## src/rtl/rsa_operand_loader.sv

```systemverilog
// rsa_operand_loader
// Buffers the three 1024-bit RSA operands (modulus n, ciphertext m, exponent e)
// arriving word by word from a host, then streams them to MonPro as one
// (n, m, e) word triple per clock with startInput held high for the whole burst.
module rsa_operand_loader #(
  parameter int DATA_WIDTH = 32,
  parameter int ADDR_WIDTH = 5
) (
  input  logic                  clk,
  input  logic                  reset,
  input  logic                  in_valid,
  output logic                  in_ready,
  input  logic [1:0]            in_sel,
  input  logic [DATA_WIDTH-1:0] in_data,
  input  logic                  start_stream,
  output logic                  startInput,
  output logic [DATA_WIDTH-1:0] n_input,
  output logic [DATA_WIDTH-1:0] m_input,
  output logic [DATA_WIDTH-1:0] e_input,
  output logic [2:0]            loaded,
  output logic                  busy,
  output logic                  sel_err
);

  localparam int DEPTH = 2 ** ADDR_WIDTH;
  // Count value meaning "bank holds all DEPTH words"; also the read index
  // value at which the burst has finished.
  localparam logic [ADDR_WIDTH:0] FULL = (ADDR_WIDTH + 1)'(DEPTH);

  localparam logic [1:0] SEL_N   = 2'd0;
  localparam logic [1:0] SEL_M   = 2'd1;
  localparam logic [1:0] SEL_E   = 2'd2;
  localparam logic [1:0] SEL_RSV = 2'd3;

  typedef enum logic {
    LOAD,
    STREAM
  } state_t;

  state_t state, state_next;

  logic [DATA_WIDTH-1:0] bank_n [DEPTH];
  logic [DATA_WIDTH-1:0] bank_m [DEPTH];
  logic [DATA_WIDTH-1:0] bank_e [DEPTH];

  // Write counts run 0..DEPTH, so they are one bit wider than a word index.
  logic [ADDR_WIDTH:0] wcnt_n, wcnt_m, wcnt_e;
  logic [ADDR_WIDTH:0] rd_idx;

  logic sel_free;
  logic accept;
  logic start_ok;
  logic stream_done;

  assign loaded = {(wcnt_e == FULL), (wcnt_m == FULL), (wcnt_n == FULL)};

  // Per-select space check; the reserved select always accepts so the word
  // can be consumed and flagged rather than stalling the host.
  always_comb begin
    // NOTE: every always_comb output gets a default first so no path leaves it
    // unassigned, which is what would otherwise infer a latch.
    sel_free = 1'b0;
    unique case (in_sel)
      SEL_N:   sel_free = !loaded[0];
      SEL_M:   sel_free = !loaded[1];
      SEL_E:   sel_free = !loaded[2];
      SEL_RSV: sel_free = 1'b1;
      default: sel_free = 1'b0;
    endcase
  end

  assign in_ready    = (state == LOAD) && sel_free;
  assign accept      = in_valid && in_ready;
  assign start_ok    = (state == LOAD) && start_stream && (loaded == 3'b111);
  assign stream_done = (state == STREAM) && (rd_idx == FULL);

  // State register.
  always_ff @(posedge clk or negedge reset) begin
    // NOTE: sequential state uses non-blocking assignments so every register
    // samples pre-edge values regardless of block evaluation order.
    if (!reset) state <= LOAD;
    else        state <= state_next;
  end

  // Next-state logic: leave LOAD on an accepted start, return after the burst.
  always_comb begin
    state_next = state;
    unique case (state)
      LOAD:    if (start_ok)    state_next = STREAM;
      STREAM:  if (stream_done) state_next = LOAD;
      default: state_next = LOAD;
    endcase
  end

  // Per-bank write counters; all cleared once a burst has been delivered.
  always_ff @(posedge clk or negedge reset) begin
    if (!reset) begin
      wcnt_n <= '0;
      wcnt_m <= '0;
      wcnt_e <= '0;
    end else if (stream_done) begin
      wcnt_n <= '0;
      wcnt_m <= '0;
      wcnt_e <= '0;
    end else if (accept) begin
      unique case (in_sel)
        SEL_N:   wcnt_n <= wcnt_n + 1'b1;
        SEL_M:   wcnt_m <= wcnt_m + 1'b1;
        SEL_E:   wcnt_e <= wcnt_e + 1'b1;
        default: ;
      endcase
    end
  end

  // Operand storage writes at the bank's current fill position.
  always_ff @(posedge clk) begin
    // NOTE: the banks have no reset; their contents are meaningless until the
    // write counters say otherwise, and leaving them unreset lets them map to RAM.
    if (accept) begin
      unique case (in_sel)
        SEL_N:   bank_n[wcnt_n[ADDR_WIDTH-1:0]] <= in_data;
        SEL_M:   bank_m[wcnt_m[ADDR_WIDTH-1:0]] <= in_data;
        SEL_E:   bank_e[wcnt_e[ADDR_WIDTH-1:0]] <= in_data;
        default: ;
      endcase
    end
  end

  // Registered stream outputs, read index and the reserved-select error pulse.
  always_ff @(posedge clk or negedge reset) begin
    if (!reset) begin
      startInput <= 1'b0;
      busy       <= 1'b0;
      n_input    <= '0;
      m_input    <= '0;
      e_input    <= '0;
      rd_idx     <= '0;
      sel_err    <= 1'b0;
    end else begin
      sel_err <= accept && (in_sel == SEL_RSV);
      if (start_ok) begin
        n_input    <= bank_n[0];
        m_input    <= bank_m[0];
        e_input    <= bank_e[0];
        startInput <= 1'b1;
        busy       <= 1'b1;
        rd_idx     <= (ADDR_WIDTH + 1)'(1);
      end else if (stream_done) begin
        n_input    <= '0;
        m_input    <= '0;
        e_input    <= '0;
        startInput <= 1'b0;
        busy       <= 1'b0;
        rd_idx     <= '0;
      end else if (state == STREAM) begin
        n_input <= bank_n[rd_idx[ADDR_WIDTH-1:0]];
        m_input <= bank_m[rd_idx[ADDR_WIDTH-1:0]];
        e_input <= bank_e[rd_idx[ADDR_WIDTH-1:0]];
        rd_idx  <= rd_idx + 1'b1;
      end
    end
  end

endmodule

```

## config.mk

```make
export PLATFORM = sky130hd
export DESIGN_NAME = rsa_operand_loader
export DESIGN_NICKNAME = d
export VERILOG_FILES = /design/src/rtl/rsa_operand_loader.sv
export SDC_FILE = /design/constraint.sdc
export NUM_CORES = 2
export LEC_CHECK = 0
export CORE_ASPECT_RATIO = 1.4
export CORE_MARGIN = 1.5
export CORE_UTILIZATION = 30
export DETAILED_ROUTE_END_ITERATION = 12
export PLACE_DENSITY_LB_ADDON = 0.05
export SETUP_SLACK_MARGIN = 0.5
export SLEW_MARGIN = 20
export SYNTH_ARGS = -nofsm -noshare
export SYNTH_HDL_FRONTEND = slang
export SYNTH_SLANG_ARGS = --single-unit
```

## constraint.sdc

```tcl
create_clock -name clk -period 9.55 [get_ports clk]
set_input_delay 1.4325 -clock clk [delete_from_list [all_inputs] [get_ports clk]]
set_output_delay 1.4325 -clock clk [all_outputs]
set_load 0.03 [all_outputs]
```

==> metrics.md <==
| Metric | Value |
|---|---|
| Die area | 0.412 mm² |
| Min-delay worst type | in2async |
| Die X | 543 µm |
| Critical path arrival | 3.42 ns |
| DR vias/cell | 4.97 |
| CTS Root Cell | clkbuf_16 |
| # fillers | about 38k |
| Post_cts resized | 0 |
| Element type at the critical path start | flop |
| Crit share post-route | 50.8% |
| Final Critical Period | 4.85 ns |
| TritonCTS clock tree | yes |
| DR DRC count | 0 |
| Commonest non-fill, non-tap cells in the layout | edfxtp_1, mux4_2, clkbuf_16 |
| First-pass GRT wire length | 534,000 µm |
| Post-synth EDFFs | around 3.1k |
| Post-route cell area | between 0.1 and 0.15 mm² |
| Pwr Density | 203 mW/mm² |
| Utilization after layout | 35.1% |
| Synth Warn # | 0 |
| DPL Wire Length | 235,000 µm |
| Pint | approximately 23 mW |
| Slowest stage cell, crit path | and3_1 |
| Max Root-Sink Buffers | 4 |
| Mapped Cells | ~5.2k |
| Kind of critical path | reg2out |
| Synth Register Bits | between 3k and 4k |
| Synth Cell Area | 0.123 mm² |
| Peak per-stage delay on the critical path | 0.77 ns |
| Final Setup Violations | 0 |
| Syn Nets | 5,287 |
| Kind of cell adding the most delay to the critical path | simple AND/OR/NAND/NOR gates |
| # clock sinks | 3,195 |
| Core area | 0.407 mm² |
| Clock share of power | ~44% |
| Most common cell after layout, fill and taps aside | edfxtp_1 |
| Num CTS Buffers | 341 |
| DP Cell Count | around 11k |
| Post-CTS setup buffers | 0 |
| Grt total ovfl | 0 |
| Max Freq | 206 MHz |
| Cts hold-fix bufs | 0 |
| Setup_tns | 0 ns |
| Syn_area_per_cell | 23.4 µm² |
| Initial antenna violation count | 34 |
| RSZ-0062 raised after global routing | no |
| Rows | 277 |
| Post-detailed-routing wire length | 392,000 µm |
| Wire length per cell | 34.4 µm |
| WP buf/inv | 1 |
| Maximum vdd drop | 0.000161 V |
| Crit end category | output port |
| TritonRoute pass-1 iters | 5 |
| Die H | 759 µm |
| IO Count | 141 |
| Cell Area, Placed | approximately 0.13 mm² |
| Worst-skew pair later-pin latency | about 0.96 ns |
| Vias in the first global route | between 60k and 70k |
| DRT iter0 DRCs | between 4k and 5k |
| FFs w/ async S/R, synth | under 10% |
| Port bufs | 140 |
| Seq pwr share | about 54% |
| Setup ws final | 4.70 ns |
| Worst-path clk slew | 0.06 ns |
| Share of layout cells above drive strength 1 | 29.0% |
| Count of cell types in the netlist | 56 |
| Clock skew | approximately 0.06 ns |
| Max Cap Viol | 0 |
| Hold slack | about 0.52 ns |
| NetSw | 6.17 mW |
| Primary FF master, synth | edfxtp_1 |
| ANT nets after route | 0 |
| Comb pwr share | 2.2% |
| Largest net degree at the start of global routing | 140 |
| Cell leakage power | about 44 nW |
| H-tree levels | 5 |
| Gp weighted congestion | 0.748 |
| Fin. Hold Viols | 0 |
| Sw frac | between 20% and 30% |
| Max-slew headroom | 24.1% |
| CP max FO | 12 |
| Layout Nets | between 5k and 6k |
| CP required | just over 8 ns |
| Total Routing Usage GR | 18.9% |
| Worst Tran Pin Value | 1.14 ns |
| Initial Util | 30.1% |
| Vias post-DR | roughly 57k |
| DP Worst Slack | ~3.8 ns |
| Reg2reg setup slack | 4.79 ns |
| Overall power | 29.0 mW |
| Final Max Slew Viols | 0 |
| Syn-to-layout area delta | 16.6% |
| Crit-path cells | nor3_1 > and3_1 > a311oi_1 > clkdlybuf4s50_1 |
| Status | completed |
| Sequential fraction of the synthesis area | 77.8% |
| Post-route insts no fill | 11.4k |
-- worst paths after layout --
| path | start | cells past startpoint | end |
|---|---|---|---|
| max reg2reg | rd_idx[0] | 7 | n_input[26] |
| min | reset | 1 | e_input[4] |
| max | wcnt_e[3] | 4 | in_ready |
| min reg2reg | wcnt_m[5] | 2 | wcnt_m[5] |
| max in group asynchronous | reset | 2 | rd_idx[0] |
| min in group clk | wcnt_m[5] | 2 | wcnt_m[5] |
-- logic make-up after synthesis --
family,share of synthesized area [%]
DFF,77.8
muxes,17.7
AOI/OAI and AO/OA,2.15
buffers and inverters,1.25
and+or+nand+nor,0.854
adders and majority gates,0.143
xor gates and xnor gates,0.0929
-- synthesized netlist by cell type, types with 14 or more instances --
library cell	n	area (µm²)
edfxtp_1	3072	92200
mux4_2	800	18000
mux2i_1	261	2610
clkbuf_1	142	533
nor2_1	127	477
dfrtp_1	123	3080
o22ai_1	106	663
a221o_1	72	721
mux2_4	71	1070
buf_2	55	275
buf_4	49	368
nand2_1	41	154
a211oi_1	40	300
buf_1	39	146
a22o_1	21	184
a22oi_1	20	150
o221ai_1	20	175
a21o_1	15	113
buf_6	15	169
ha_1	14	175
o21ai_0	14	70.1
-- power groups by stage --
stage / Combinational [mW] / Clock, mW / Sequential [mW]
after floorplan: 0.161 / 0 / 15.8
after global placement: 0.628 / 0 / 15.8
after detailed placement: 0.657 / 0 / 15.8
after CTS: 0.658 / 13.3 / 15.5
after global routing: 0.680 / 13.7 / 15.5
final: 0.625 / 12.9 / 15.5
-- cell type report --
cell class | count | area [µm²] | share of cell area, %
Multi-Input combinational cell | 1729 | 26500 | 18.5
Tap cell | 5440 | 6810 | 4.77
Timing Repair Buffer | 367 | 3490 | 2.45
Antenna cell | 26 | 65.1 | 0.0455
Clock inverter | 173 | 1240 | 0.871
Sequential cell | 3195 | 95300 | 66.7
Inverter | 11 | 56.3 | 0.0394
Clock buffer | 455 | 9340 | 6.54
-- worst reg2reg max path, stage by stage (launching register included) --
cell and delay, ns:
dfrtp_4 0.99, buf_12 0.54, buf_4 0.98, mux4_2 0.69
a22o_1 0.35, a211oi_1 0.81, a21o_1 0.18, o22ai_1 0.09
-- state kept, by name, summed over array words and instances (netlist names) --
register,count
m_input,32
rd_idx,6
n_input,32
wcnt_m,6
busy,1
e_input,32
bank_n,1024
wcnt_e,6
bank_m,1024
state,1
bank_e,1024
sel_err,1
wcnt_n,6
-- routing by layer --
| metal | vias to the layer above | global-route usage (%) | wire [µm] |
|---|---|---|---|
| met3 | 387 | 2.20 | 13900 |
| met1 | 31700 | 25.0 | 167000 |
| met2 | 1189 | 33.1 | 203000 |
| li1 | 23300 | - | - |
| met4 | 2 | 4.08 | 8460 |
| met5 | - | 0 | 10 |
(Power assumes the default switching activity.)
